`src/rtl/sobel_stream_engine_if.sv`:
```
// sobel_stream_engine_if
// Groups the pixel-in handshake and the edge-out stream of the Sobel engine.
//   pix_data / pix_valid / pix_ready : raster-order pixel input, valid/ready
//   valid / edge_out                 : one edge magnitude per input pixel
//   busy / frame_done                : frame status and last-output pulse
// Modports:
//   master : pixel source + edge-map sink side
//   slave  : engine side
interface sobel_stream_engine_if #(
    parameter int PIX_W = 8
) ();
    logic [PIX_W-1:0] pix_data;
    logic             pix_valid;
    logic             pix_ready;
    logic             valid;
    logic [PIX_W-1:0] edge_out;
    logic             busy;
    logic             frame_done;

    modport master (
        output pix_data, pix_valid,
        input  pix_ready, valid, edge_out, busy, frame_done
    );

    modport slave (
        input  pix_data, pix_valid,
        output pix_ready, valid, edge_out, busy, frame_done
    );
endinterface

```
`src/rtl/sobel_stream_engine.sv`:
```
// sobel_stream_engine
// Streaming 3x3 Sobel edge detector with two line buffers and a 3x3 window.
// One edge magnitude is emitted per input pixel, in raster order. The output
// for centre index k appears one cycle after the accept of index k+IMG_W+1;
// the last IMG_W+1 outputs are produced by a FLUSH phase with no input.
// Ports:
//   clk  : rising-edge clock
//   rst  : asynchronous active-low reset
//   s_if : sobel_stream_engine_if.slave (pixel handshake, edge stream, status)
// Optional feature: define SOBEL_THRESH_EN to binarise the clamped magnitude
// against THRESH (border pixels stay 0).
module sobel_stream_engine #(
    parameter int IMG_W    = 32,
    parameter int IMG_H    = 32,
    parameter int PIX_W    = 8,
    parameter int MAG_MODE = 0,
    parameter int THRESH   = 128
) (
    input  logic                  clk,
    input  logic                  rst,
    sobel_stream_engine_if.slave  s_if
);
    localparam int XW = $clog2(IMG_W);
    localparam int YW = $clog2(IMG_H);
    localparam int FW = $clog2(IMG_W + 1);
    localparam int GW = PIX_W + 4;   // Gx/Gy width
    localparam int SW = PIX_W + 5;   // Gx+Gy and |Gx|+|Gy| width
    localparam logic [XW-1:0] X_LAST = XW'(IMG_W - 1);
    localparam logic [YW-1:0] Y_LAST = YW'(IMG_H - 1);
    localparam logic [FW-1:0] F_LAST = FW'(IMG_W);

    if (IMG_W < 4 || IMG_H < 4 || THRESH < 0) begin : g_bad_param
        $error("sobel_stream_engine: IMG_W/IMG_H must be >= 4 and THRESH >= 0");
    end

    typedef enum logic [1:0] {S_IDLE, S_ACTIVE, S_FLUSH} state_t;

    state_t           r_state;
    logic [XW-1:0]    r_x_in, r_x_out;
    logic [YW-1:0]    r_y_in, r_y_out;
    logic [FW-1:0]    r_flush_cnt;
    logic             r_pix_ready, r_valid, r_busy, r_frame_done;
    logic [PIX_W-1:0] r_edge;
    logic [PIX_W-1:0] r_lb_top [IMG_W];   // row y-2 relative to the input row
    logic [PIX_W-1:0] r_lb_mid [IMG_W];   // row y-1 relative to the input row
    logic [PIX_W-1:0] r_win_l  [3];       // window column x-1 (top, mid, bottom)
    logic [PIX_W-1:0] r_win_m  [3];       // window column x

    logic             w_accept, w_flush_step, w_step, w_emit;
    logic             w_border, w_last_out, w_last_in;
    logic [PIX_W-1:0] w_col [3];
    logic signed [GW-1:0] w_l [3], w_m [3], w_r [3];
    logic signed [GW-1:0] w_gx, w_gy;
    logic signed [SW-1:0] w_gx_e, w_gy_e, w_abs_x, w_abs_y, w_sum, w_sum_adj, w_mag;
    logic [PIX_W-1:0] w_clamped, w_value, w_edge_next;

    assign w_accept     = s_if.pix_valid & r_pix_ready;
    assign w_flush_step = (r_state == S_FLUSH);
    assign w_step       = w_accept | w_flush_step;
    assign w_last_in    = (r_x_in == X_LAST) && (r_y_in == Y_LAST);
    // An output exists once input index IMG_W+1 is reached; every flush step emits.
    assign w_emit       = (w_accept && ((r_y_in > YW'(1)) || (r_y_in == YW'(1) && r_x_in != '0)))
                        || w_flush_step;
    assign w_border     = (r_x_out == '0) || (r_x_out == X_LAST) ||
                          (r_y_out == '0) || (r_y_out == Y_LAST);
    assign w_last_out   = (r_x_out == X_LAST) && (r_y_out == Y_LAST);

    // Right-hand window column comes straight from the line buffers and the
    // incoming pixel. Flush outputs are all border, so a zero column is fine.
    assign w_col[0] = w_accept ? r_lb_top[r_x_in] : '0;
    assign w_col[1] = w_accept ? r_lb_mid[r_x_in] : '0;
    assign w_col[2] = w_accept ? s_if.pix_data    : '0;

    for (genvar gi = 0; gi < 3; gi++) begin : g_win_ext
        assign w_l[gi] = {4'b0000, r_win_l[gi]};
        assign w_m[gi] = {4'b0000, r_win_m[gi]};
        assign w_r[gi] = {4'b0000, w_col[gi]};
    end

    assign w_gx = w_l[0] + (w_l[1] <<< 1) + w_l[2] - w_r[0] - (w_r[1] <<< 1) - w_r[2];
    assign w_gy = w_l[0] + (w_m[0] <<< 1) + w_r[0] - w_l[2] - (w_m[2] <<< 1) - w_r[2];

    always_comb begin
        w_gx_e    = {w_gx[GW-1], w_gx};
        w_gy_e    = {w_gy[GW-1], w_gy};
        w_abs_x   = w_gx_e[SW-1] ? -w_gx_e : w_gx_e;
        w_abs_y   = w_gy_e[SW-1] ? -w_gy_e : w_gy_e;
        w_sum     = w_gx_e + w_gy_e;
        // Adding the sign bit before the arithmetic shift rounds toward zero.
        w_sum_adj = w_sum + {{(SW-1){1'b0}}, w_sum[SW-1]};
        if (MAG_MODE == 0) begin
            w_mag = w_sum_adj >>> 1;
        end else begin
            w_mag = w_abs_x + w_abs_y;
        end
        if (w_mag[SW-1]) begin
            w_clamped = '0;
        end else if (|w_mag[SW-2:PIX_W]) begin
            w_clamped = '1;
        end else begin
            w_clamped = w_mag[PIX_W-1:0];
        end
`ifdef SOBEL_THRESH_EN
        w_value = (int'(w_clamped) >= THRESH) ? '1 : '0;
`else
        w_value = w_clamped;
`endif
        w_edge_next = w_border ? '0 : w_value;
    end

    always_ff @(posedge clk or negedge rst) begin
        if (!rst) begin
            r_state      <= S_IDLE;
            r_x_in       <= '0;
            r_y_in       <= '0;
            r_x_out      <= '0;
            r_y_out      <= '0;
            r_flush_cnt  <= '0;
            r_pix_ready  <= 1'b0;
            r_valid      <= 1'b0;
            r_busy       <= 1'b0;
            r_frame_done <= 1'b0;
            r_edge       <= '0;
            for (int i = 0; i < IMG_W; i++) begin
                r_lb_top[i] <= '0;
                r_lb_mid[i] <= '0;
            end
            for (int i = 0; i < 3; i++) begin
                r_win_l[i] <= '0;
                r_win_m[i] <= '0;
            end
        end else begin
            r_valid      <= 1'b0;
            r_frame_done <= 1'b0;

            if (w_emit) begin
                r_valid      <= 1'b1;
                r_edge       <= w_edge_next;
                r_frame_done <= w_last_out;
                if (r_x_out == X_LAST) begin
                    r_x_out <= '0;
                    r_y_out <= (r_y_out == Y_LAST) ? '0 : r_y_out + 1'b1;
                end else begin
                    r_x_out <= r_x_out + 1'b1;
                end
            end

            if (w_step) begin
                for (int i = 0; i < 3; i++) begin
                    r_win_l[i] <= r_win_m[i];
                    r_win_m[i] <= w_col[i];
                end
            end

            if (w_accept) begin
                r_lb_top[r_x_in] <= r_lb_mid[r_x_in];
                r_lb_mid[r_x_in] <= s_if.pix_data;
                if (r_x_in == X_LAST) begin
                    r_x_in <= '0;
                    r_y_in <= (r_y_in == Y_LAST) ? '0 : r_y_in + 1'b1;
                end else begin
                    r_x_in <= r_x_in + 1'b1;
                end
            end

            case (r_state)
                S_IDLE: begin
                    r_pix_ready <= 1'b1;
                    if (w_accept) begin
                        r_state <= S_ACTIVE;
                        r_busy  <= 1'b1;
                    end
                end
                S_ACTIVE: begin
                    if (w_accept && w_last_in) begin
                        r_state     <= S_FLUSH;
                        r_pix_ready <= 1'b0;
                        r_flush_cnt <= '0;
                    end
                end
                S_FLUSH: begin
                    if (r_flush_cnt == F_LAST) begin
                        r_state     <= S_IDLE;
                        r_pix_ready <= 1'b1;
                        r_busy      <= 1'b0;
                    end else begin
                        r_flush_cnt <= r_flush_cnt + 1'b1;
                    end
                end
                default: r_state <= S_IDLE;
            endcase
        end
    end

    assign s_if.pix_ready  = r_pix_ready;
    assign s_if.valid      = r_valid;
    assign s_if.edge_out   = r_edge;
    assign s_if.busy       = r_busy;
    assign s_if.frame_done = r_frame_done;
endmodule

```
`src/flat_wrapper.sv`:
```
// flat-port wrapper written by rule: the top's interface ports become plain ports
module sobel_stream_engine_flat 
#(
    parameter int IMG_W    = 32,
    parameter int IMG_H    = 32,
    parameter int PIX_W    = 8,
    parameter int MAG_MODE = 0,
    parameter int THRESH   = 128
)
  (clk, rst, s_if_pix_data, s_if_pix_valid, s_if_pix_ready, s_if_valid, s_if_edge_out, s_if_busy, s_if_frame_done);
  sobel_stream_engine_if #(.PIX_W(PIX_W)) s_if_i ();
  input  logic clk;
  input  logic rst;
  input wire logic [$bits(s_if_i.pix_data)-1:0] s_if_pix_data;
  input wire logic [$bits(s_if_i.pix_valid)-1:0] s_if_pix_valid;
  output wire logic [$bits(s_if_i.pix_ready)-1:0] s_if_pix_ready;
  output wire logic [$bits(s_if_i.valid)-1:0] s_if_valid;
  output wire logic [$bits(s_if_i.edge_out)-1:0] s_if_edge_out;
  output wire logic [$bits(s_if_i.busy)-1:0] s_if_busy;
  output wire logic [$bits(s_if_i.frame_done)-1:0] s_if_frame_done;
  assign s_if_i.pix_data = s_if_pix_data;
  assign s_if_i.pix_valid = s_if_pix_valid;
  assign s_if_pix_ready = s_if_i.pix_ready;
  assign s_if_valid = s_if_i.valid;
  assign s_if_edge_out = s_if_i.edge_out;
  assign s_if_busy = s_if_i.busy;
  assign s_if_frame_done = s_if_i.frame_done;
  sobel_stream_engine #(.IMG_W(IMG_W), .IMG_H(IMG_H), .PIX_W(PIX_W), .MAG_MODE(MAG_MODE), .THRESH(THRESH)) u_core (.clk(clk), .rst(rst), .s_if(s_if_i));
endmodule
```
`config.mk`:
```
export PLATFORM = sky130hd
export DESIGN_NAME = sobel_stream_engine_flat
export DESIGN_NICKNAME = d
export VERILOG_FILES = /design/src/rtl/sobel_stream_engine_if.sv /design/src/rtl/sobel_stream_engine.sv /design/src/flat_wrapper.sv
export SDC_FILE = /design/constraint.sdc
export NUM_CORES = 1
export LEC_CHECK = 0
export BUFFER_PORTS_ARGS = -buffer_cell sky130_fd_sc_hd__buf_2
export CAP_MARGIN = 20
export CELL_PAD_IN_SITES_DETAIL_PLACEMENT = 0
export CELL_PAD_IN_SITES_GLOBAL_PLACEMENT = 1
export CORE_MARGIN = 3
export CORE_UTILIZATION = 30
export CTS_BUF_LIST = sky130_fd_sc_hd__clkbuf_2 sky130_fd_sc_hd__clkbuf_4 sky130_fd_sc_hd__clkbuf_8
export DETAILED_ROUTE_END_ITERATION = 10
export PLACE_DENSITY_LB_ADDON = 0.1
export SETUP_SLACK_MARGIN = 0.05
export SYNTH_ARGS = -nofsm -noshare
export SYNTH_HDL_FRONTEND = slang
export SYNTH_SLANG_ARGS = --single-unit
```
`constraint.sdc`:
```
create_clock -name clk -period 13.46 [get_ports clk]
set_input_delay 2.019 -clock clk [delete_from_list [all_inputs] [get_ports clk]]
set_output_delay 2.019 -clock clk [all_outputs]
set_load 0.05 [all_outputs]
```
# Yosys cells after proc, flatten, opt, wreduce, memory -nomap -nowiden
# Index checks and enable logic that the tools add are counted.
[word_totals] reg_bits=600 latch_bits=0 mem_bits_rw=0 mem_bits_ro=0 n_memories=0
[op_classes] add_sub_neg=17 multipliers=0 div_mod_pow=0 order_cmp=3 eq_ne=12 n_shift=0 n_mux=35 bitwise=3 n_reduce_logical=25
[ops] cell="$bwmux 256" count=2
[ops] cell="$mux 8" count=11
[ops] cell="$bmux 8 s5" count=2
[ops] cell="$sub 12x9->12" count=4
[ops] cell="$demux 8 s5" count=1
[ops] cell="$add 12x9->12" count=2
[ops] cell="$sub 12x10->12" count=2
[ops] cell="$add 5x1->5 const B" count=4
[ops] cell="$add 8x9->10" count=2
[ops] cell="$eq 5x5->1 const B" count=4
[ops] cell="$mux 5" count=4
[ops] cell="$add 12x12->13" count=1
[ops] cell="$add 13x1->13" count=1
[ops] cell="$mux 6" count=2
[ops] cell="$pmux 6 s2" count=1
[ops] cell="$reduce_and 3->1" count=4
[ops] cell="$logic_not 5->1" count=2
[ops] cell="$add 6x1->6 const B" count=1
[ops] cell="$eq 6x6->1 const B" count=1
[ops] cell="$ge 6x6->1 const B" count=1
[ops] cell="$logic_and 1x1->1" count=6
[ops] cell="$lt 6x1->1 const B" count=1
[ops] cell="$mux 1" count=6
[ops] cell="$mux 2" count=3
[ops] cell="other kinds (19)" count=27

# Logic depth before layout (Yosys ltp)
[logic_depth] depth_word=15 depth_mapped=35

# Least setup slack after synthesis
# No wires, ideal clock.
[synth_path] path_type="input -> register" startpoint="input port s_if_pix_valid" endpoint="register u_core.r_edge[0] (netlist: u_core.s_if.edge_out[0])" setup_time_ns=0.151 arrival_ns=8.529 required_time_ns=13.309 slack_ns=4.781 path_stages=30 n_path_buf=2 path_cell_list="clkbuf_1 > nand2_1 > clkbuf_1 > a31oi_1 > fa_1 > inv_1 > fa_1 > fa_1 > ha_1 > a21o_1 > a21oi_1 > o21bai_1 > a21oi_1 > o21bai_1 > a21oi_1 > and4b_1 > nor4_1 > ha_1 > nor2_1 > nand4_1 > or4_4 > o221ai_4 > and2_2 > ha_1 > and2_1 > nand4_1 > nor4_2 > xor2_1 > o21ai_1 > a32oi_1"
[synth_rtl] element="start: declaration" line_no="flat_wrapper.sv:15" text="input wire logic [$bits(s_if_i.pix_valid)-1:0] s_if_pix_valid;"
[synth_rtl] element="end signal: assignment" line_no="sobel_stream_engine.sv:138" text="r_edge <= w_edge_next;"
[synth_rtl] element="end: declaration" line_no="sobel_stream_engine.sv:43" text="logic [PIX_W-1:0] r_edge;"

==> impl_table.tex <==
\begin{tabular}{lr}
\hline
Metric & Value \\
\hline
\multicolumn{2}{l}{\textbf{Worst setup path}} \\
Slowest cell delay on critical path & 0.90 ns \\
Slowest CP cell & sky130\_fd\_sc\_hd\_\_dfrtp\_4 \\
Worst EP required & 14.01 ns \\
Startpoint-to-endpoint class of the critical path & flop to flop \\
Crit end category & flop \\
Worst reg2reg setup slack & 3.74 ns \\
CP max FO & 38 \\
WP data arrival & 10.27 ns \\
Critical Path Source Type & flop \\
\multicolumn{2}{l}{\textbf{Final layout}} \\
Fraction of layout instances using a drive strength above 1 & 0.2912 \\
Area growth, synth to finish & 13.15\% \\
Fillcell total & 9,709 \\
Final-stage net count & 2,578 \\
Design Area, Final & 33,520 sq um \\
\multicolumn{2}{l}{\textbf{STA}} \\
Post-layout minimum cycle time & 9.718 ns \\
Final-report hold violation count & 0 \\
Setup Total Neg Slack & 0 ns \\
Transition at the pin with the smallest max-transition slack & 0.9968 ns \\
Highest achievable clock rate & 102.9 MHz \\
Worst-case headroom to the max-slew limit & 0.3331 \\
Final number of setup-violating endpoints & 0 \\
Number of max-slew violations in the final report & 0 \\
Final clock period utilization by the worst path & 0.7220 \\
Final Skew & 0.06203 ns \\
Unrepaired setup endpoints after global routing & false \\
\multicolumn{2}{l}{\textbf{Die}} \\
Core area & 97,280 sq um \\
Starting Density & 0.3046 \\
Number of standard-cell rows in the floorplan & 114 \\
Die Y & 320.3 um \\
Total Die Area & 102,600 sq um \\
Number of I/O pins & 23 \\
Die width & 320.3 um \\
\multicolumn{2}{l}{\textbf{Routing}} \\
Total via count in the routed design & 19,190 \\
Antenna Nets Post-Route & 0 \\
DRC viols & 0 \\
Final WL & 91.98 mm \\
First-pass DRT Iterations & 6 \\
Post-DR wirelength/cell & 24.14 um \\
Vias per cell & 5.036 \\
Initial detailed-routing violation count & 1,180 \\
\multicolumn{2}{l}{\textbf{Synth}} \\
Avg Synthesized Cell Area & 12.12 sq um \\
Sequential area share after synthesis & 0.5068 \\
Share of async-settable or async-resettable flops after synthesis & 1.000 \\
Primary flip-flop cell chosen by synthesis mapping & sky130\_fd\_sc\_hd\_\_dfrtp\_1 \\
Cell taking the most area after synthesis & sky130\_fd\_sc\_hd\_\_dfrtp\_1 \\
Leading cell types by total area after synthesis & sky130\_fd\_sc\_hd\_\_dfrtp\_1, sky130\_fd\_sc\_hd\_\_mux2\_2, sky130\_fd\_sc\_hd\_\_mux4\_2 \\
Most frequent cells after synthesis & sky130\_fd\_sc\_hd\_\_dfrtp\_1, sky130\_fd\_sc\_hd\_\_nand2\_1, sky130\_fd\_sc\_hd\_\_mux2\_2 \\
Post-synthesis register bit count & 600 \\
Net count after synthesis & 2,578 \\
Warnings, synthesis & 0 \\
Post-synth EDFFs & 0 \\
Top cell type's share of synthesized area & 0.5068 \\
Distinct cells, synth & 71 \\
Mapped cell area & 29,630 sq um \\
Number of instances in the synthesized netlist & 2,445 \\
Most frequent cell after synthesis & sky130\_fd\_sc\_hd\_\_dfrtp\_1 \\
\multicolumn{2}{l}{\textbf{Clocking}} \\
CTS Hold Buffers Added & 0 \\
Buffer type at the clock tree root & sky130\_fd\_sc\_hd\_\_clkbuf\_8 \\
Latest clock arrival within the worst-skew pair & 0.76 ns \\
Total clock buffers created by CTS & 112 \\
Clock tree buffer depth & 3 \\
Number of buffers inserted by post-CTS setup repair & 0 \\
Clock Sink Count & 600 \\
TritonCTS clock tree & yes \\
CTS HTree Levels & 3 \\
CTS-repair resized insts & 0 \\
Reg clk slew, reported paths & 0.06 ns \\
\multicolumn{2}{l}{\textbf{Worst hold path}} \\
Path category of the worst min-delay check & flop to flop \\
\multicolumn{2}{l}{\textbf{Placement}} \\
Routability-driven placement congestion ratio & 0.7439 \\
Area after detailed placement & 31,080 sq um \\
I/O Buffers & 22 \\
HPWL after detailed placement & 55.15 mm \\
\multicolumn{2}{l}{\textbf{Run}} \\
MaxCap Viol Count & 0 \\
\multicolumn{2}{l}{\textbf{GRT}} \\
Initial antenna violation count & 6 \\
Maximum number of pins on one net before global-route repair & 153 \\
First-pass GRT wire length & 138.5 mm \\
Global-route usage over all layers & 0.1822 \\
Vias in the first global route & 20,570 \\
Total overflow reported by the global router & 0 \\
\multicolumn{2}{l}{\textbf{Outcome}} \\
Status & finished clean \\
\hline
\end{tabular}
layout make-up:
type,instances,area [sq um],area share
flip-flops and latches,600,15020,0.4481
clock inverters,13,136.4,0.004068
diodes,3,7.507,0.0002239
multi-input cells,1565,13610,0.4061
clock buffers,187,2273,0.06781
repair buffers,67,503.0,0.01500
well taps,1276,1597,0.04762
inverters,99,371.6,0.01108
per-stage QoR:
step           hold slack, ns  utilization  std cells  setup slack [ns]
2_1_floorplan          0.4362            -       2445             4.781
3_3_place_gp           0.4565       0.3195       3606             3.752
3_5_place_dp           0.4620       0.3195       3606             3.587
4_1_cts                0.4767       0.3443       3806             3.505
5_1_grt                0.4898       0.3446       3809             2.887
6_report               0.4703       0.3446       3810             3.742
critical path: cells and delay by family, from the launching register on:
family / cells / cell delay (ns)
xor+xnor: 1 / 0.10
flops: 1 / 0.90
compound gates: 10 / 2.39
mux: 1 / 0.41
simple gates: 9 / 2.12
fa+ha+maj: 6 / 2.46
buf+inv: 4 / 1.09
logic make-up (layout without fill, tap and decap cells):
family,Yosys count,after routing,synth area share
multiplexers,416,416,0.2067
adder cells (fa/ha/maj),122,122,0.06394
XOR/XNOR,45,45,0.01330
AND/OR/NAND/NOR,503,503,0.07525
other,0,3,0
AO/OA/AOI/OAI,479,479,0.09692
flip-flops,600,600,0.5068
buffers and inverters,280,366,0.03716
routing by layer:
layer | GRT usage | part of all wire
met2 | 0.2978 | 0.47
met3 | 0.03571 | 0.055
met1 | 0.2481 | 0.45
met4 | 0.04835 | 0.021
met5 | 0 | 0
flip-flops by register name, indices dropped and copies added (netlist names), 6 cells and up:
register / flops
u_core.s_if.edge_out: 8
u_core.r_flush_cnt: 6
u_core.r_lb_top: 256
u_core.r_win_m: 24
u_core.r_win_l: 24
u_core.r_lb_mid: 256
worst paths after layout:
check | from | endpoint | depth (start not counted)
worst max-delay path | u_core.r_x_in[1] | u_core.s_if.edge_out[4] | 31
worst min-delay path | u_core.r_win_m[15] | u_core.r_win_m[15] | 1
worst max register to register | u_core.r_x_in[1] | u_core.s_if.edge_out[4] | 31
worst min register to register | u_core.r_win_m[15] | u_core.r_win_m[15] | 1
max in group asynchronous | rst | u_core.r_lb_mid[66] | 3
min in group asynchronous | rst | u_core.s_if.pix_ready | 1
cells in the final DEF, fill, tap and decap left out, types with 4 or more instances in the layout:
| cell type | n |
|---|---|
| sky130_fd_sc_hd__xnor2_1 | 27 |
| sky130_fd_sc_hd__nor4b_1 | 5 |
| sky130_fd_sc_hd__nand3_1 | 11 |
| sky130_fd_sc_hd__ha_1 | 73 |
| sky130_fd_sc_hd__mux4_2 | 128 |
| sky130_fd_sc_hd__o21bai_1 | 14 |
| sky130_fd_sc_hd__o21ai_0 | 283 |
| sky130_fd_sc_hd__clkbuf_4 | 48 |
| sky130_fd_sc_hd__nand2_1 | 319 |
| sky130_fd_sc_hd__dfrtp_1 | 598 |
| sky130_fd_sc_hd__nor3_1 | 14 |
| sky130_fd_sc_hd__buf_4 | 42 |
| sky130_fd_sc_hd__clkbuf_8 | 139 |
| sky130_fd_sc_hd__nor4_1 | 4 |
| sky130_fd_sc_hd__and3_1 | 24 |
| sky130_fd_sc_hd__fa_1 | 49 |
| sky130_fd_sc_hd__inv_1 | 99 |
| sky130_fd_sc_hd__nor2_1 | 43 |
| sky130_fd_sc_hd__a32oi_1 | 7 |
| sky130_fd_sc_hd__a22oi_1 | 37 |
| sky130_fd_sc_hd__nand2b_1 | 5 |
| sky130_fd_sc_hd__a31oi_1 | 11 |
| sky130_fd_sc_hd__nor2b_1 | 6 |
| sky130_fd_sc_hd__a21oi_1 | 40 |
| sky130_fd_sc_hd__nand2_2 | 27 |
| sky130_fd_sc_hd__clkinv_2 | 7 |
| sky130_fd_sc_hd__buf_2 | 21 |
| sky130_fd_sc_hd__xor2_1 | 18 |
| sky130_fd_sc_hd__a21o_1 | 28 |
| sky130_fd_sc_hd__a22o_1 | 14 |
| sky130_fd_sc_hd__o31ai_1 | 4 |
| sky130_fd_sc_hd__nand4_1 | 6 |
| sky130_fd_sc_hd__mux2_2 | 286 |
| sky130_fd_sc_hd__a221oi_1 | 14 |
Power is left out: the tool's default activity adds up to more than one toggle a clock period on the data nets, which glitch-free logic cannot reach.
